<file path="config.mk">
export PLATFORM = sky130hd
export DESIGN_NAME = hazard_ctrl
export DESIGN_NICKNAME = d
export VERILOG_FILES = /design/src/rtl/hazard_ctrl_pkg.sv /design/src/rtl/hazard_ctrl_load_use_detect.sv /design/src/rtl/hazard_ctrl.sv
export SDC_FILE = /design/constraint.sdc
export NUM_CORES = 1
export LEC_CHECK = 0
export CAP_MARGIN = 0
export CELL_PAD_IN_SITES_DETAIL_PLACEMENT = 0
export CELL_PAD_IN_SITES_GLOBAL_PLACEMENT = 2
export CORE_MARGIN = 5
export CORE_UTILIZATION = 27
export CTS_CLUSTER_DIAMETER = 200
export DETAILED_ROUTE_END_ITERATION = 6
export PLACE_DENSITY_LB_ADDON = 0.08
export SLEW_MARGIN = 20
export SYNTH_ARGS = -nofsm -noshare
export SYNTH_HDL_FRONTEND = slang
export SYNTH_SLANG_ARGS = --single-unit
</file>
<file path="constraint.sdc">
create_clock -name clk -period 3.2 [get_ports clk]
set_input_delay 0.64 -clock clk [delete_from_list [all_inputs] [get_ports clk]]
set_output_delay 0.64 -clock clk [all_outputs]
set_load 0.01 [all_outputs]
</file>
<file path="src/rtl/hazard_ctrl_pkg.sv">
// Shared definitions for the pipeline hazard controller: register-index width
// default and the controller state encoding.
package hazard_ctrl_pkg;

  localparam int REG_LOG_DEF = 5;

  typedef enum logic [1:0] {
    RUN      = 2'b00,
    MDU_WAIT = 2'b01,
    MEM_WAIT = 2'b10
  } hz_state_t;

endpackage

</file>
<file path="src/rtl/hazard_ctrl_load_use_detect.sv">
// Combinational load-use comparator: flags an ID-stage source that reads the
// destination of a load currently in EX.
module load_use_detect
  import hazard_ctrl_pkg::*;
#(
  parameter int REG_LOG = REG_LOG_DEF
) (
  input  logic [3*REG_LOG-1:0] rs_ID,
  input  logic [2:0]           rs_used_ID,
  input  logic [REG_LOG-1:0]   rd_EX,
  input  logic                 MEM_read_EX,
  output logic                 hazard
);

  // rs_ID packs {rs0,rs1,rs2}, so rs0 occupies the most significant slice.
  always_comb begin
    hazard = 1'b0;
    for (int i = 0; i < 3; i++) begin
      if (rs_used_ID[i] && (rs_ID[(3-i)*REG_LOG-1 -: REG_LOG] == rd_EX))
        hazard = 1'b1;
    end
    if (!MEM_read_EX || (rd_EX == '0))
      hazard = 1'b0;
  end

endmodule

</file>
<file path="src/rtl/hazard_ctrl.sv">
// Pipeline hazard controller: memory/MDU wait FSM, branch flush, load-use
// stall, and a saturating count of stalled cycles.
module hazard_ctrl
  import hazard_ctrl_pkg::*;
#(
  parameter int REG_LOG = REG_LOG_DEF,
  parameter int CNT_W   = 32
) (
  input  logic                 clk,
  input  logic                 rstn,
  input  logic [3*REG_LOG-1:0] rs_ID,
  input  logic [2:0]           rs_used_ID,
  input  logic [REG_LOG-1:0]   rd_EX,
  input  logic                 MEM_read_EX,
  input  logic                 mdu_start_EX,
  input  logic                 mdu_done,
  input  logic                 dmem_req_MEM,
  input  logic                 dmem_ack,
  input  logic                 br_taken_EX,
  output logic                 stall_IF,
  output logic                 stall_ID,
  output logic                 stall_EX,
  output logic                 stall_MEM,
  output logic                 flush_ID,
  output logic                 flush_EX,
  output logic                 flush_MEM,
  output logic                 flush_WB,
  output logic [CNT_W-1:0]     stall_cnt
);

  hz_state_t state, state_nxt;
  logic      hazard;
  logic      mem_hold, mdu_hold, br_flush, lu_stall;

  load_use_detect #(.REG_LOG(REG_LOG)) u_load_use_detect (
    .rs_ID       (rs_ID),
    .rs_used_ID  (rs_used_ID),
    .rd_EX       (rd_EX),
    .MEM_read_EX (MEM_read_EX),
    .hazard      (hazard)
  );

  always_ff @(posedge clk or negedge rstn) begin
    if (!rstn) begin
      state     <= RUN;
      stall_cnt <= '0;
    end else begin
      state <= state_nxt;
      if (stall_IF && (stall_cnt != '1))
        stall_cnt <= stall_cnt + 1'b1;
    end
  end

  // Priority: memory wait > MDU wait > branch flush > load-use.
  always_comb begin
    state_nxt = state;
    mem_hold  = 1'b0;
    mdu_hold  = 1'b0;
    br_flush  = 1'b0;
    lu_stall  = 1'b0;
    case (state)
      RUN: begin
        if (dmem_req_MEM && !dmem_ack) begin
          mem_hold  = 1'b1;
          state_nxt = MEM_WAIT;
        end else if (mdu_start_EX) begin
          mdu_hold  = 1'b1;
          state_nxt = MDU_WAIT;
        end else if (br_taken_EX) begin
          br_flush = 1'b1;
        end else if (hazard) begin
          lu_stall = 1'b1;
        end
      end
      MDU_WAIT: begin
        if (mdu_done) state_nxt = RUN;
        else          mdu_hold  = 1'b1;
      end
      MEM_WAIT: begin
        if (dmem_ack) state_nxt = RUN;
        else          mem_hold  = 1'b1;
      end
      default: state_nxt = RUN;
    endcase
  end

  // Outputs are gated by rstn so they drop the moment reset is asserted.
  assign stall_IF  = rstn & (mem_hold | mdu_hold | lu_stall);
  assign stall_ID  = rstn & (mem_hold | mdu_hold | lu_stall);
  assign stall_EX  = rstn & (mem_hold | mdu_hold);
  assign stall_MEM = rstn & mem_hold;
  assign flush_ID  = rstn & br_flush;
  assign flush_EX  = rstn & (br_flush | lu_stall);
  assign flush_MEM = rstn & mdu_hold;
  assign flush_WB  = rstn & mem_hold;

endmodule
</file>
# == Word-level counts from Yosys, hierarchy flattened ==
# Index checks and enable logic that the tools add are counted.
# word_totals
elab_cells,57
in_bits,31
ff_bits,34
# classes
n_eq_ne,9
muxes,25
bitwise_logic,9
add_sub_neg,1
n_reduce_logical,11
# op_table
cell,count
$add 32x1->32 const B,1
$ne 32x32->1 const B,1
$mux 1,18
$eq 5x5->1,3
$mux 2,4
$and 1x1->1,6
$pmux 2 s3,1
$logic_and 1x1->1,5
$logic_not 5->1,1
$ne 2x2->1 const B,2
$pmux 1 s2,2
$ne 3x3->1 const B,1
$or 1x1->1,3
$reduce_and 3->1,1
$eq 2x1->1 const B,1
$eq 2x2->1 const B,1
$logic_not 1->1,2
$logic_not 2->1,1
$logic_or 1x1->1,1

# == Longest topological paths before layout ==
# Gate-level depths: netlist (run 1).
# logic_depth
word_depth,14
depth_mapped,7
mapped_depth_nobuf,7

# == Modules after synthesis ==
# A second synthesis (run 1) with hierarchy kept.
# unflattened
cells_unflattened,184
hier_area_um2,1895.6
# by_module_without_submodules
module,area_per_inst_um2,instances,seq_area_each_um2,cells_each
hazard_ctrl,1705.4,1,850.8,160
load_use_detect,190.2,1,0.0,24

# == Worst setup path after synthesis (run 1) ==
# Ideal clock, no wire load.
# synth_timing
path_kind,input to output
start,input rd_EX[1]
end,output stall_IF
arrival_ps,2113
path_slack_ps,447
required_time_ps,2560
cell_stages,7
cell_sequence,or4_1 nor2_1 and4bb_1 o22ai_2 buf_2 inv_1 buf_4
# synth_via
elab_chain_len,13
word_cells_on_any_way,19
classes_between,3 x eq/ne; 9 x mux; 2 x bitwise; 5 x reduce/logical
# synth_lines
item,line,text
start: declaration,hazard_ctrl.sv:13,"input logic [REG_LOG-1:0] rd_EX,"
$eq 5x5->1,hazard_ctrl_load_use_detect.sv:19,if (rs_used_ID[i] && (rs_ID[(3-i)*REG_LOG-1 -: REG_LOG] == rd_EX))
$logic_and 1x1->1,hazard_ctrl_load_use_detect.sv:19,
$mux 1 (3 in a row),hazard_ctrl_load_use_detect.sv:19,
$mux 1 *,hazard_ctrl_load_use_detect.sv:22,if (!MEM_read_EX || (rd_EX == '0))
$mux 1 *,hazard_ctrl.sv:71,end else if (hazard) begin
$mux 1 *,hazard_ctrl.sv:69,end else if (br_taken_EX) begin
$mux 1 *,hazard_ctrl.sv:66,end else if (mdu_start_EX) begin
$mux 1 *,hazard_ctrl.sv:63,if (dmem_req_MEM && !dmem_ack) begin
$mux 1 *,hazard_ctrl.sv:61,case (state)
$or 1x1->1 *,n/a,
$and 1x1->1 *,n/a,
end: declaration,hazard_ctrl.sv:20,"output logic stall_IF,"
# Mark *: on every way between the ends. The rest lies on a longest branch, timed or not.

# == Final worst setup path (run 1) ==
# layout_timing
start,input rd_EX[1]
end,output flush_EX
# layout_via
elab_chain_len,13
word_cells_on_any_way,19
classes_between,3 x eq/ne; 9 x mux; 2 x bitwise; 5 x reduce/logical
# layout_lines
item,line,text
$eq 5x5->1,hazard_ctrl_load_use_detect.sv:19,
$logic_and 1x1->1,hazard_ctrl_load_use_detect.sv:19,
$mux 1 (3 in a row),hazard_ctrl_load_use_detect.sv:19,
$mux 1 *,hazard_ctrl_load_use_detect.sv:22,
$mux 1 *,hazard_ctrl.sv:71,
$mux 1 *,hazard_ctrl.sv:69,
$mux 1 *,hazard_ctrl.sv:66,
$mux 1 *,hazard_ctrl.sv:63,
$mux 1 *,hazard_ctrl.sv:61,
$or 1x1->1 *,hazard_ctrl.sv:93,assign flush_EX = rstn & (br_flush | lu_stall);
$and 1x1->1 *,hazard_ctrl.sv:93,
end: declaration,hazard_ctrl.sv:25,"output logic flush_EX,"
# Marks and branches as above.

==> impl_metrics.yaml, run 1 <==
sta:
  worst_slack_ps: 84.66
  slew_headroom: 0.5772
  fmaxAchievable_mhz: 321.0
  rsz0062_at_grt: "false"
  slew_viol_final: 0
  tns_ps: 0
  finalClockSkew_ps: 9.938
  fin_crit_sh: 0.9735
  hold_viol: 0
  tightest_slew_ps: 628.9
  setup_viol: 0
  holdWs_ps: 287.1
  fin_crit_ps: 3115
critical_path:
  crit_family: "simple AND/OR/NAND/NOR gates"
  crit_chain: "clkdlybuf4s50_1 > or4_1 > nor2_1 > and4bb_1 > buf_4 > a21o_1 > dlygate4sd2_1"
  crit_type: "input port to output pin"
  endpoint_kind: "output pin"
  r2r_start: "state[0]"
  crit_arrival_ps: 2480
  crit_buf_inv: 3
  r2r-end: "stall_cnt[1]"
  cp-startpoint: "rd_EX[1]"
  cp_slowest_stage_delay_ps: 530
  reg2regPathDepth: 9
  cp.required_ps: 2560
  slowest_stage: "or4_1"
  r2r_setup_slack_ps: 830
  worstSetupStartpointType: "input port"
  crit_fanout: 2
global_routing:
  grt_pass1_vias: 1942
  grt_max_degree: 32
  grt_pass1_wl_mm: 10.03
  antenna_found_initial: 0
  grt_usage: 0.1277
  grt_overflow: 0
yosys:
  synth.area.top_cells: "dfrtp_1 (41%), xor2_1 (14%), xnor2_1 (6.0%)"
  synth.top_cell.area_share: 0.4136
  ys_ff_latch: 34
  yosys_warnings: 0
  synth_area_per_cell_um2: 9.703
  ys.flop_type: "dfrtp_1"
  synthArstFlopShare: 1.000
  synth_cells: 212
  synth_area_um2: 2057
  yosysTopAreaCell: "dfrtp_1"
  synth_cell_type_count: 40
  synth_nets: 244
  synth_edf_count: 0
  ys_seq_area_frac: 0.4136
cts:
  hold_buffers: 0
  cts_tree: "built"
  cts_sinks: 34
  clk_pin_slew_worst_paths_ps: 80
  htreeDepth: 2
  cts_buffer_depth: 2
  root_buffer: "clkbuf_8"
  cts-buffers-inserted: 5
  clock_latency_ps: 280
layout:
  layout_common_cells: "clkdlybuf4s50_1 (66), dfrtp_1 (34), xor2_1 (32)"
  fillers: 747
  final_common_cell: "clkdlybuf4s50_1"
  layout-drive-gt1-share: 0.1133
  fin_area_um2: 3049
  seqCellArea_um2: 850.8
  multiInputGateArea_um2: 1154
  antenna_cells: 0
  area_delta_synth_final_pct: 48.24
  final_net_count: 331
floorplanning:
  start_util: 0.2806
  die_x_um: 97.29
  die_h_um: 97.29
  rows: 31
  pin_count: 71
  die_area_um2: 9464
  core_area_um2: 7331
run:
  cap_violations: 0
placement:
  dp_slack_ps: -181.0
  dp_hpwl_mm: 4.523
  place_area_um2: 2937
  portBuffers: 70
  place_congestion: 0.7348
worst_hold_path:
  hold_path_class: "input port to async pin"
pwr:
  cellLeakagePower_uw: 0.001342
  power_density_nw_per_um2: 388.4
  peakVddDrop_uv: 215.0
  power_uw: 1184
drt:
  vias_per_cell: 4.609
  drtIter0Drc: 76
  wirelength_mm: 5.873
  drt-pass1-iter-count: 4
  wl_per_cell_um: 14.72
  vias: 1839
  drc: 0
  ant_nets: 0
run_status:
  outcome: "completed"
==> worst max path at each step <==
stage | slack [ps] | to | cells past startpoint
5_1_grt | 10 | flush_EX | 7
2_1_floorplan | 450 | stall_IF | 7
3_3_place_gp | -150 | stall_IF | 7
4_1_cts | 50 | stall_IF | 7
6_report | 80 | flush_EX | 7
3_5_place_dp | -180 | stall_IF | 7
==> sequential cells by signal, summed over array words and instances (netlist names) <==
name,flops
stall_cnt,32
state,2
==> cell type report <==
type | instances | area share
inverter | 2 | 0.002462
sequential | 34 | 0.2790
timing repair buffer | 87 | 0.2696
multi-input combinational | 169 | 0.3783
clock buffer | 7 | 0.02831
tap | 99 | 0.04062
clock inverter | 1 | 0.001641
==> worst register-to-register path: stages (launching register included) <==
cell and delay, ps:
dfrtp_1 400, or2_2 290, o32ai_1 150, and2_1 220
o22ai_2 100, buf_4 140, buf_4 120, buf_4 230
or2_1 290, mux2_1 310
==> layer usage <==
metal	vias to the layer above	track usage	share of wire	wire, um
li1	922	-	-	-
met1	870	0.1734	0.49	2871
met2	43	0.2059	0.46	2701
met3	4	0.03518	0.044	261
met4	0	0.02236	0.0068	40
met5	-	0	0	0
==> cell families after synthesis <==
family                   Yosys count  share of synthesized area
flip-flops                        34                     0.4136
adder cells (fa/ha/maj)            1                   0.006082
AND/OR/NAND/NOR                  113                     0.3200
buffers and inverters              9                    0.02555
XOR/XNOR                          46                     0.1959
AO/OA/AOI/OAI                      7                    0.02798
multiplexers                       2                    0.01095
==> metrics by stage <==
stage | utilization | std cells
6_report | 0.4159 | 399
3_3_place_gp | 0.4006 | 388
4_1_cts | 0.4136 | 397
5_1_grt | 0.4159 | 399
2_1_floorplan | - | 212
3_5_place_dp | 0.4006 | 388
==> synthesized netlist by cell type (2+ instances only) <==
cell / n
xnor2_1: 14
nor4_2: 2
buf_4: 4
and2_1: 7
and3_1: 3
nor2_1: 17
xor2_1: 32
a21o_1: 2
inv_1: 2
nand2b_1: 2
nand4_1: 11
and4_1: 2
nand3_1: 15
buf_2: 3
dfrtp_1: 34
nor3_1: 16
nand2_1: 17
nor4_1: 5
or4_1: 2
nor3b_1: 2
==> where the power goes <==
part,internal [uW],switching [uW]
combinational,189,124
sequential,477,63.1
clock,174,157
total,840,344
==> timing repair <==
action | in CTS | in global routing
pin swaps | 1 | 3
setup endpoints to repair | 3 | 2
setup buffers | 1 | 2
gates resized for setup | 3 | 2
Note: power is estimated with default switching activity, not from simulation.
==> inputs of run 2 (changes only) <==
- GPL_TIMING_DRIVEN: default -> 0
==> run 2 against run 1 <==
Utilization is 0.39 points lower. Global-route usage increased by 0.26 points. Sequential share of layout area up 0.27 points. Critical path type unchanged. Worst setup slack lost 7.2 ps. Flip-flop and latch count stayed put.
==> impl_metrics.yaml, run 2 (same netlist as run 1, synthesis figures left out) <==
placement:
  dpl.cell_count: 382
  dp_slack_ps: -842.7
  portBuffers: 70
  dp_hpwl_mm: 4.681
  place_congestion: 0.7117
sta:
  slew_viol_final: 0
  hold_viol: 0
  holdWs_ps: 305.6
  finalClockSkew_ps: 12.68
  rsz0062_at_grt: "false"
  fin_crit_ps: 3123
  worst_slack_ps: 77.42
  setup_viol: 0
  tightest_slew_ps: 670.3
  fmaxAchievable_mhz: 320.2
  fin_crit_sh: 0.9758
  slew_headroom: 0.5494
pwr:
  peakVddDrop_uv: 238.9
  power_density_nw_per_um2: 396.7
  power_uw: 1198
  cellLeakagePower_uw: 0.001310
critical_path:
  reg2regPathDepth: 7
  cp.required_ps: 2560
  crit_arrival_ps: 2480
  r2r_setup_slack_ps: 920
  r2r_start: "stall_cnt[0]"
  worstSetupStartpointType: "input port"
  crit_type: "input port to output pin"
  cp-startpoint: "rd_EX[2]"
  slowest_stage: "or4_1"
  cp_slowest_stage_delay_ps: 510
  crit_fanout: 4
  crit_end: "stall_IF"
  endpoint_kind: "output pin"
  r2r-end: "stall_cnt[22]"
  crit_chain: "clkdlybuf4s15_2 > or4_1 > nor2_1 > and4bb_2 > o22ai_4 > buf_6 > inv_1 > buf_4 > dlygate4sd2_1"
drt:
  drc: 0
  wirelength_mm: 6.031
  drtIter0Drc: 52
  vias: 1835
  ant_nets: 0
  drt-pass1-iter-count: 4
  vias_per_cell: 4.681
  wl_per_cell_um: 15.39
layout:
  layout-drive-gt1-share: 0.1126
  final_net_count: 324
  post-route-util: 0.4120
  fillers: 748
  top_register: "stall_cnt"
  largest_reg_flops: 32
  final_common_cell: "clkdlybuf4s50_1"
  layout_common_cells: "clkdlybuf4s50_1 (62), dfrtp_1 (34), xor2_1 (32)"
  area_delta_synth_final_pct: 46.84
  reg_top3: "stall_cnt: 32 flops, state: 2 flops"
  seqCellArea_um2: 850.8
  multiInputGateArea_um2: 1167
  antenna_cells: 0
  final-instance-count-excl-fill: 392
global_routing:
  grt_pass1_wl_mm: 10.14
  grt_overflow: 0
  grt_pass1_vias: 1928
  grt_usage: 0.1303
  grt_max_degree: 21
  antenna_found_initial: 0
cts:
  cts_sinks: 34
  hold_buffers: 0
  cts_tree: "built"
  clock_latency_ps: 290
  cts_buffer_depth: 2
  cts-buffers-inserted: 5
  root_buffer: "clkbuf_8"
  clk_pin_slew_worst_paths_ps: 80
  htreeDepth: 2
floorplanning:
  start_util: 0.2806
  core_area_um2: 7331
  die_x_um: 97.29
  die_area_um2: 9464
  die_h_um: 97.29
  pin_count: 71
  rows: 31
run_status:
  outcome: "completed"
run:
  cap_violations: 0
worst_hold_path:
  hold_path_class: "input port to async pin"
run 2: changes by cell type in the layout (fill, tap and decap cells not counted), sizes merged:
cell           delta
buf               -6
clkdlybuf4s15     -1
clkdlybuf4s50     -4
clkinvlp          +1
dlygate4sd2       +3
run 2: metrics by stage:
step	cell area [um^2]	setup TNS, ps
2_1_floorplan	2057	0
3_3_place_gp	2882	-36380
3_5_place_dp	2904	-1755
4_1_cts	3025	0
5_1_grt	3020	0
6_report	3020	0
run 2: worst min-delay path by stage:
stage                       startpoint             to  slack [ps]  cells after the start
final                             rstn  stall_cnt[27]         310                      1
after global routing              rstn  stall_cnt[27]         340                      1
after CTS                         rstn  stall_cnt[27]         310                      1
after detailed placement      state[1]       state[0]         470                      1
after global placement    stall_cnt[6]   stall_cnt[6]         480                      1
after floorplan                   rstn   stall_cnt[0]         340                      0
run 2: timing repair:
item | CTS | global route
resized for setup | 16 | 3
cloned | 0 | 0
setup endpoints to repair | 3 | 2
pin swaps | 2 | 1
buffers inserted | 2 | 0
run 2: final cells by class:
class / count / share of cell area
Multi-Input combinational cell: 169 / 0.3865
Inverter: 2 / 0.002485
Tap cell: 99 / 0.04101
Clock buffer: 6 / 0.02734
Buffer: 7 / 0.01698
Clock inverter: 2 / 0.004142
Timing Repair Buffer: 73 / 0.2399
Sequential cell: 34 / 0.2817
run 2: layer usage:
layer / share of wire / track usage / up-vias
li1: - / - / 912
met1: 0.50 / 0.1820 / 878
met2: 0.46 / 0.2006 / 42
met3: 0.042 / 0.03446 / 3
met4: 0.0041 / 0.03195 / 0
met5: 0 / 0 / -
run 2: critical path: cells and delay by family:
| kind | cells | cell delay [ps] |
|---|---|---|
| buf+inv | 5 | 790 |
| compound gates | 1 | 170 |
| simple gates | 3 | 890 |
run 2: power breakdown:
part / internal, uW / switching, uW
sequential: 477 / 63.6
clock: 173 / 167
combinational: 188 / 129
total: 838 / 360
